===== src/rtl/hazard_longop_scoreboard.sv =====
// Long-latency producer scoreboard for the decode stage.
// Tracks the destination registers of in-flight DIV/REM and non-forwardable
// loads. It stalls decode on a RAW or WAW hazard against a pending rd, or when
// the in-flight limit is reached. An entry is released when its result arrives
// on the completion port.
module hazard_longop_scoreboard #(
    parameter int unsigned NUM_REGS    = 32,
    parameter int unsigned MAX_PENDING = 4,
    parameter int unsigned CNT_W       = 3
) (
    input  logic                clk,
    input  logic                reset,
    input  logic                issue_valid_d,
    input  logic                kill_d,
    input  logic [4:0]          rs1_d,
    input  logic [4:0]          rs2_d,
    input  logic                use_rs1_d,
    input  logic                use_rs2_d,
    input  logic [4:0]          rd_d,
    input  logic                regwrite_d,
    input  logic                long_op_d,
    input  logic                cmpl_valid,
    input  logic [4:0]          cmpl_rd,
    output logic                stall_d,
    output logic [NUM_REGS-1:0] busy_vec,
    output logic [CNT_W-1:0]    pending_count,
    output logic                proto_err
);

    logic [NUM_REGS-1:0] busy_q, busy_d;
    logic [CNT_W-1:0]    count_q, count_d;
    logic                err_q, err_d;

    logic [NUM_REGS-1:0] cmpl_hit;
    logic [NUM_REGS-1:0] eff_busy;
    logic [NUM_REGS-1:0] set_vec;
    logic                cmpl_dec;
    logic                raw, waw, full;
    logic                accept, set_en;
    logic [CNT_W-1:0]    count_after_cmpl;

    // Hazard detection against the pending mask.
    // A register that completes this cycle is treated as free.
    always_comb begin
        cmpl_hit = '0;
        for (int unsigned r = 1; r < NUM_REGS; r++) begin
            cmpl_hit[r] = cmpl_valid && (cmpl_rd == 5'(r));
        end
        eff_busy = busy_q & ~cmpl_hit;

        cmpl_dec         = cmpl_valid && (cmpl_rd != 5'd0) && busy_q[cmpl_rd];
        count_after_cmpl = count_q - CNT_W'(cmpl_dec);

        raw  = issue_valid_d &&
               ((use_rs1_d && eff_busy[rs1_d]) || (use_rs2_d && eff_busy[rs2_d]));
        waw  = issue_valid_d && regwrite_d && (rd_d != 5'd0) && eff_busy[rd_d];
        full = issue_valid_d && regwrite_d && long_op_d && (rd_d != 5'd0) &&
               (count_after_cmpl == CNT_W'(MAX_PENDING));

        stall_d = (raw || waw || full) && !kill_d;
        accept  = issue_valid_d && !kill_d && !stall_d;
        set_en  = accept && regwrite_d && long_op_d && (rd_d != 5'd0);
    end

    // Next-state computation. The set is OR-ed in after the clear, so a
    // register that is re-issued in the same cycle stays pending.
    always_comb begin
        set_vec = '0;
        for (int unsigned r = 1; r < NUM_REGS; r++) begin
            set_vec[r] = set_en && (rd_d == 5'(r));
        end
        busy_d  = (busy_q & ~cmpl_hit) | set_vec;
        count_d = count_q + CNT_W'(set_en) - CNT_W'(cmpl_dec);
        err_d   = err_q || (cmpl_valid && ((cmpl_rd == 5'd0) || !busy_q[cmpl_rd]));
    end

    // State registers with synchronous reset.
    always_ff @(posedge clk) begin
        if (reset) begin
            busy_q  <= '0;
            count_q <= '0;
            err_q   <= 1'b0;
        end else begin
            busy_q  <= busy_d;
            count_q <= count_d;
            err_q   <= err_d;
        end
    end

    assign busy_vec      = busy_q;
    assign pending_count = count_q;
    assign proto_err     = err_q;

endmodule


===== config.mk =====
export PLATFORM = sky130hd
export DESIGN_NAME = hazard_longop_scoreboard
export DESIGN_NICKNAME = d
export VERILOG_FILES = /design/src/rtl/hazard_longop_scoreboard.sv
export SDC_FILE = /design/constraint.sdc
export NUM_CORES = 1
export LEC_CHECK = 0
export ABC_AREA = 0
export CORE_ASPECT_RATIO = 0.7
export CORE_MARGIN = 5
export CORE_UTILIZATION = 47
export DETAILED_ROUTE_END_ITERATION = 16
export PLACE_DENSITY = 0.86
export SLEW_MARGIN = 20
export SYNTH_ARGS = -nofsm -noshare
export SYNTH_HDL_FRONTEND = slang
export SYNTH_SLANG_ARGS = --single-unit

===== constraint.sdc =====
create_clock -name clk -period 5.21 [get_ports clk]
set_input_delay 1.042 -clock clk [delete_from_list [all_inputs] [get_ports clk]]
set_output_delay 1.042 -clock clk [all_outputs]
set_load 0.005 [all_outputs]

==> impl_metrics.yaml <==
drt:
  finalWirelength_mm: 12.95
  first_pass_iters: 6
  avgViaCountPerCell: 6.891
  wl_per_cell_um: 22.80
  drc: 0
  drt_iter0_markers: 613
  drt.antenna.violating_nets: 0
  dr_total_vias: 3914
power:
  total_power_uw: 656.5
  combinationalPowerShare: 0.244
  p_sw_uw: 197.6
  ir_worst_vdd_uv: 98.41
  clkPwrFrac: 0.344
  p_sw_frac: 0.3010
  internal_power_uw: 458.9
  seqPwrFrac: 0.412
  power_density_nw_per_um2: 152.5
  p_leak_uw: 0.001466
floorplan:
  die-height_um: 79.29
  start_util: 0.4793
  core_area_um2: 6725
  die-width_um: 109.0
  num_rows: 25
  pin_count: 66
  fp.dieArea_um2: 8640
final_layout:
  fillerInstances: 560
  area_growth_pct: 33.58
  final_nets: 506
  finalNonFillerCells: 568
  seqCellArea_um2: 700.7
  multi_input_area_um2: 2347
  drive_gt1_frac: 0.1941
  diodes: 0
  design_area_um2: 4305
worst_setup_path:
  path_max_fanout: 11
  criticalPathCategory: "primary input to primary output"
  cp.required_ns: 4.17
  cp-end-kind: "primary output"
  cp.arrival_ns: 4.02
  critPathLaunchType: "primary input"
worst_hold_path:
  holdCritPathClass: "flop to flop"
timing:
  worstMarginPinSlew_ns: 0.6838
  slew-limit-headroom: 0.5324
  fin_crit_ns: 5.065
  fin_hold_ws_ns: 0.4741
  finalSetupViolCount: 0
  clock_skew_ns: 0.004413
  hold_viol: 0
  fin_crit_sh: 0.9723
  fmax_ghz: 0.1974
  slew_viol_final: 0
  setup_ws_ns: 0.1445
  rsz0062_at_grt: "no"
logic_synthesis:
  synth_ff_type: "dfxtp_1"
  syn-num-nets: 427
  synth_top_area_frac: 0.2174
  avgSynthCellArea_um2: 8.180
  yosysTopAreaCell: "dfxtp_1"
  ys_warn_count: 0
  syn_area_um2: 3223
  yosysSeqAreaShare: 0.2174
  synth_cells: 394
  yosys.cell_types.count: 69
  ys_top_cells_by_area: "dfxtp_1 (22%), mux4_2 (7.0%), mux2i_1 (5.0%)"
  synth-edff-count: 0
  async_flop_share: 0
  ys_ff_latch: 35
grt:
  grt_pass1_vias: 3653
  overflow: 0
  grt_max_degree: 52
  grt_antenna_before_repair: 0
  grt.total_usage: 0.2984
  grt_pass1_wl_mm: 19.98
status:
  status: "finished, final reports clean"
clocking:
  hold_buffers: 0
  cts_buffers: 5
  clk-insertion-delay-late_ns: 0.29
  cts_tree: "done"
  htree_levels: 2
  cts_root_buffer: "clkbuf_8"
  clock_sinks: 35
  cts_buffer_depth: 2
  path_clk_slew_ns: 0.07
  post-cts-setup-buffers: 0
place:
  postPlaceCellArea_um2: 4143
  io_buffers: 64
  dpl.cell_count: 559
  gp_congestion: 0.9962
  pre_cts_ws_ns: -0.3356
  dp_hpwl_mm: 9.615
run:
  maxCapViolCount: 0
[metrics by stage]
step	setup TNS (ns)	util
after floorplan	0	-
after global placement	-0.2848	0.6160
after detailed placement	-0.7588	0.6160
after CTS	0	0.6335
after global routing	0	0.6402
final	0	0.6402
[cell usage after synthesis, drive strengths merged (11+ instances only)]
master and n:
o21ai 42, dfxtp 35, o22ai 31, nand2 30
nor2 24, buf 20, nand2b 18, mux2i 16
nor3 15, clkbuf 13, inv 11
[worst max-delay path, stage by stage]
cell and delay [ns]:
clkdlybuf4s50_1 0.73, nand4bb_1 0.32, o21ai_0 0.20, nor3b_1 0.19
a221o_1 0.27, nor4_1 0.59, a21oi_1 0.16, a41oi_1 0.24
dlygate4sd2_1 0.26
[cell families (layout without fill, tap and decap cells)]
family	after synthesis	count (layout)	synth area share
other cells	1	1	0.001163
mux	35	35	0.1510
fa+ha+maj	4	4	0.01786
flops	35	35	0.2174
simple gates	148	148	0.2667
buf+inv	44	124	0.06366
compound gates	119	119	0.2605
xor+xnor	8	8	0.02174
[sequential cells by signal, indices dropped and copies added (netlist names)]
| signal | cells |
|---|---|
| proto_err | 1 |
| busy_vec | 31 |
| pending_count | 3 |
[repair_timing]
action                     4_1_cts  5_1_grt
setup endpoints to repair        2        2
pin swaps                        0        1
cloned                           0        1
gates resized for setup          4        4
[cell type report]
cell class | instances | area share
clock buffer | 7 | 0.02238
clock inverter | 1 | 0.001744
inverter | 11 | 0.009590
multi-input combinational | 315 | 0.5452
sequential | 35 | 0.1627
tap | 94 | 0.02732
timing repair buffer | 105 | 0.2310
[per-layer routing]
layer  GRT usage  share of wire  vias up
li1            -              -     1681
met2      0.4498           0.42      338
met4     0.09962          0.038        0
met5           0              0        -
met1      0.4100           0.40     1829
met3     0.08042           0.14       66
[placed cells by master, fill, tap and decap left out, drive strengths merged, types with 4 or more instances in the layout]
| cell type | synthesis | final |
|---|---|---|
| nand4b | 4 | 4 |
| a21oi | 5 | 5 |
| o22ai | 31 | 31 |
| a22oi | 4 | 4 |
| clkbuf | 13 | 8 |
| nand2 | 30 | 30 |
| nor2 | 24 | 24 |
| inv | 11 | 11 |
| dfxtp | 35 | 35 |
| nand3 | 9 | 9 |
| xor2 | 4 | 4 |
| clkdlybuf4s50 | 0 | 61 |
| o21ai | 42 | 42 |
| xnor2 | 4 | 4 |
| a211oi | 4 | 4 |
| or3 | 10 | 10 |
| nand2b | 18 | 18 |
| nor4 | 9 | 9 |
| mux2 | 9 | 9 |
| nor3 | 15 | 15 |
| mux4 | 10 | 10 |
| buf | 20 | 40 |
| nand4 | 5 | 5 |
| a31oi | 5 | 5 |
| mux2i | 16 | 16 |
| or4 | 5 | 5 |
[power groups by stage]
stage | clock, uW | combinational (uW) | sequential, uW
2_1_floorplan | 0 | 86.9 | 276
3_3_place_gp | 0 | 149 | 276
3_5_place_dp | 0 | 150 | 276
4_1_cts | 225 | 152 | 270
5_1_grt | 240 | 169 | 270
6_report | 226 | 160 | 270
[worst paths after layout]
kind | cells past startpoint | slack, ns | start | to
hold / removal | 2 | 0.47 | proto_err$_SDFF_PP0_ | proto_err$_SDFF_PP0_
setup / recovery | 9 | 0.14 | cmpl_rd[4] | stall_d
setup reg to reg | 17 | 1.04 | busy_vec[10]$_SDFF_PP0_ | pending_count[2]$_SDFF_PP0_
hold reg to reg | 2 | 0.47 | proto_err$_SDFF_PP0_ | proto_err$_SDFF_PP0_
Power figures use the tool's default switching activity.
==> patch 1, RTL diff (config.mk and constraints unchanged) <==
Set the parameter `NUM_REGS` to 64 (it was 32).
--- a/src/rtl/hazard_longop_scoreboard.sv
+++ b/src/rtl/hazard_longop_scoreboard.sv
@@ -4,7 +4,7 @@
 // the in-flight limit is reached. An entry is released when its result arrives
 // on the completion port.
 module hazard_longop_scoreboard #(
-    parameter int unsigned NUM_REGS    = 32,
+    parameter int unsigned NUM_REGS    = 64,
     parameter int unsigned MAX_PENDING = 4,
     parameter int unsigned CNT_W       = 3
 ) (
Interface: changed (resized busy_vec); port bits go from 66 to 98. The function was not compared with the original's and may differ.
==> patch 1 against the unedited design <==
- worst setup slack better by 0.075 ns
- cell area is 52% higher
- global-route usage is 2.9 points higher
- area after synthesis is 45% higher
- register-to-register slack worse by 0.16 ns
- power is 110% higher
- critical path depth is 2 higher
- via count is 42% higher
- wire length is 52% higher
- sequential cell count is 32 higher
- critical endpoint unchanged
==> patch 1: results <==
drt:
  avgViaCountPerCell: 6.44
  wire_per_inst_microns: 22.7
  drt_iter0_drc: 934
  wl_microns: 19600
logic_synthesis:
  synthMuxAreaShare_pct: 12.9
  synth_compound_gate_area_share_pct: 22.5
  synthTopCellsByArea: "dfxtp_1, nand2_1, mux4_2"
  synth_fa_ha_area_share_pct: 1.23
  synth_xor_area_share_pct: 1.31
final_layout:
  final_core_util_pct: 67.3
  largest_reg_flops: 63
  fillCellCount: 833
setup_path:
  cpPeakStageDelay_ns: 0.68
  crit_fanout: 12
  worstPathArrival_ns: 3.95
  r2r-start: "busy_vec[31]"
placement:
  gp_congestion: 0.997
  pre_cts_ws_ns: -0.496
  place_inst: 828
  io_buffer_count: 96
  dpl-instance-area_sq_um: 6020
cts:
  cts_max_level: 3
  cts_post_setup_buffers_inserted: 18
  cts_resized: 10
outcome:
  status: "completed"
pwr:
  p_sw_uw: 383
  powerClk_uw: 679
  pg_seq_uw: 516
  sw_frac_of_total_pct: 27.2
grt:
  grt_pass1_vias: 5250
sta:
  worst_pin_slew_ns: 0.943
  skew_ns: 0.00686
patch 1: cell types whose count changed after synthesis, moves of 9 or more:
| cell | change |
|---|---|
| nand3b_1 | +13 |
| a21oi_1 | +23 |
| o21ai_1 | +20 |
| dfxtp_1 | +32 |
| o31ai_1 | +18 |
| or4_1 | +11 |
| clkbuf_1 | +19 |
| nand2_1 | +74 |
| nor2_1 | +16 |
| o22ai_1 | -17 |
| o22ai_2 | -9 |
patch 1: layer usage:
layer | vias to the layer above | global-route usage, % | part of all wire (%)
met4 | 0 | 9.88 | 3.5
met5 | - | 0 | 0
met1 | 2638 | 46.9 | 41
met3 | 61 | 8.16 | 12
li1 | 2472 | - | -
met2 | 392 | 48.3 | 43
patch 1: layout make-up:
| cell class | instances | area share (%) |
|---|---|---|
| inverters | 12 | 0.689 |
| well taps | 128 | 2.45 |
| flip-flops and latches | 67 | 20.5 |
| multi-input cells | 468 | 47.5 |
| repair buffers | 173 | 23.9 |
| clock buffers | 10 | 3.50 |
| clock inverters | 6 | 1.45 |
patch 1: worst min path at each step:
stage	start	to	slack, ns	cells after the start
after detailed placement	busy_vec[58]	busy_vec[58]	0.44	2
after global placement	busy_vec[60]	busy_vec[60]	0.43	2
after global routing	busy_vec[51]	busy_vec[51]	0.48	2
final	busy_vec[49]	busy_vec[49]	0.45	2
after CTS	busy_vec[58]	busy_vec[58]	0.45	2
after floorplan	busy_vec[60]	busy_vec[60]	0.44	2
patch 1: kinds of logic (layout without fill, tap and decap cells):
family | count (synthesis) | after routing
muxes | 41 | 41
xor gates and xnor gates | 7 | 7
DFF | 67 | 67
adders and majority gates | 4 | 4
buffers and inverters | 62 | 201
AOI/OAI and AO/OA | 167 | 167
and+or+nand+nor | 248 | 248
other | 1 | 1
==> patch 2, RTL diff (same flow settings) <==
Made on the original files. Register the output `proto_err` once more, without a reset; this adds one clock of latency there. The other outputs are not delayed to match.
--- a/src/rtl/hazard_longop_scoreboard.sv
+++ b/src/rtl/hazard_longop_scoreboard.sv
@@ -89,7 +89,9 @@
 
     assign busy_vec      = busy_q;
     assign pending_count = count_q;
-    assign proto_err     = err_q;
+    always_ff @(posedge clk) begin
+        proto_err <= err_q;
+    end
 
 endmodule
 
Formal check against the unedited RTL: not equivalent (a bounded check fails within 4 cycles, from zero or initial values and one cycle with reset high).
==> patch 2 against the unedited design <==
- global-route usage increased by 2.9 points
- critical endpoint unchanged
- worst setup slack got worse by 0.071 ns
- sequential power increased by 3%
- power increased by 7.3%
- critical path depth increased by 3
- non-clock buffer count increased by 35
- cell area increased by 17%
- area after synthesis increased by 13%
- wire length increased by 26%
- sequential cell count increased by 1
==> patch 2: results <==
logic_synthesis:
  synth_compound_gate_area_share_pct: 26.1
  synth_fa_ha_area_share_pct: 1.59
  yosysSeqAreaShare_pct: 19.9
  synth_common_cells: "dfxtp_1, nand2_1, o21ai_0, mux2i_1"
  synthTopCellsByArea: "dfxtp_1, mux4_2, mux2i_1"
  synth_nets: 467
grt:
  grt_pass1_wl_microns: 24800
  grt_pass1_vias: 4361
  grt_max_degree: 30
outcome:
  status: "completed"
final_layout:
  drive_gt1_share_pct: 25.6
  final_common_cell: "buf_4"
  fillCellCount: 612
  nets: 572
drt:
  dr_wl_met2_microns: 6390
  drt_iter0_drc: 746
  wl_met1_microns: 6400
  met3_length_microns: 2900
  first_pass_iters: 10
sta:
  holdWs_ns: 0.361
  relSlewSlack_pct: 46.4
setup_path:
  worstPathArrival_ns: 4.09
  r2r-start: "busy_vec[4]"
  crit_fanout: 9
pwr:
  power_leakage_nw: 1.78
  peakVddDrop_mv: 0.0846
hold_path:
  hold_depth: 0
  hold_end: "proto_err"
placement:
  dp_hpwl_microns: 11900
  dpl-instance-area_sq_um: 4790
-- patch 2: cell count changes in the layout (fill, tap and decap cells not counted), moves of 8 or more --
| cell | before | now |
|---|---|---|
| o21ai_1 | 11 | 3 |
| o22ai_2 | 9 | 0 |
| nand3_1 | 8 | 21 |
| o211ai_1 | 1 | 15 |
| buf_4 | 38 | 71 |
| o22ai_1 | 22 | 7 |
-- patch 2: critical path: cells and delay by family --
family / cells / cell delay (ns)
compound gates: 5 / 1.19
buf+inv: 5 / 1.46
simple gates: 2 / 0.39
-- patch 2: layout make-up --
class / count / area [sq um] / share of cell area (%)
clock inverters: 3 / 18.8 / 0.373
multi-input cells: 346 / 2760 / 54.8
repair buffers: 140 / 1310 / 26.0
inverters: 10 / 37.5 / 0.745
flip-flops and latches: 36 / 721 / 14.3
well taps: 98 / 123 / 2.43
clock buffers: 5 / 68.8 / 1.37
-- patch 2: metal layers --
layer / up-vias / track usage (%)
met5: - / 0
li1: 1922 / -
met3: 85 / 12.2
met2: 443 / 44.7
met4: 0 / 7.57
met1: 2135 / 48.1
-- patch 2: cell families (layout without fill, tap and decap cells) --
kind of cell | Yosys count | after routing
mux | 48 | 48
fa+ha+maj | 4 | 4
buf+inv | 52 | 158
other cells | 1 | 1
compound gates | 126 | 126
simple gates | 157 | 157
flops | 36 | 36
xor+xnor | 10 | 10
-- patch 2: power groups by stage --
| stage | Clock (mW) | Sequential, mW | Combinational (mW) |
|---|---|---|---|
| 2_1_floorplan | 0 | 0.284 | 0.108 |
| 3_3_place_gp | 0 | 0.285 | 0.192 |
| 3_5_place_dp | 0 | 0.285 | 0.195 |
| 4_1_cts | 0.203 | 0.278 | 0.207 |
| 5_1_grt | 0.218 | 0.279 | 0.225 |
| 6_report | 0.208 | 0.278 | 0.218 |
-- patch 2: what timing repair did --
item / CTS / global route
endpoints found under the setup margin: 3 / 3
pin swaps: 11 / 9
gates cloned: 2 / 0
buffers inserted: 4 / 0
gates resized for setup: 21 / 9
-- patch 2: worst max-delay path by stage --
stage | endpoint | slack [ns] | depth (start not counted)
after floorplan | pending_count[2] | 0.006 | 23
after global placement | stall_d | -0.72 | 15
after detailed placement | pending_count[2] | -0.76 | 22
after CTS | pending_count[2] | 0.02 | 23
after global routing | pending_count[2] | -0.11 | 23
final | stall_d | 0.07 | 12
-- patch 2: through the flow --
stage / cells / util (%) / setup TNS, ns
after floorplan: 434 / - / 0
after global placement: 624 / 64.5 / -2.09
after detailed placement: 624 / 64.5 / -2.31
after CTS: 638 / 67.3 / 0
after global routing: 638 / 67.9 / -0.111
final: 638 / 67.9 / 0
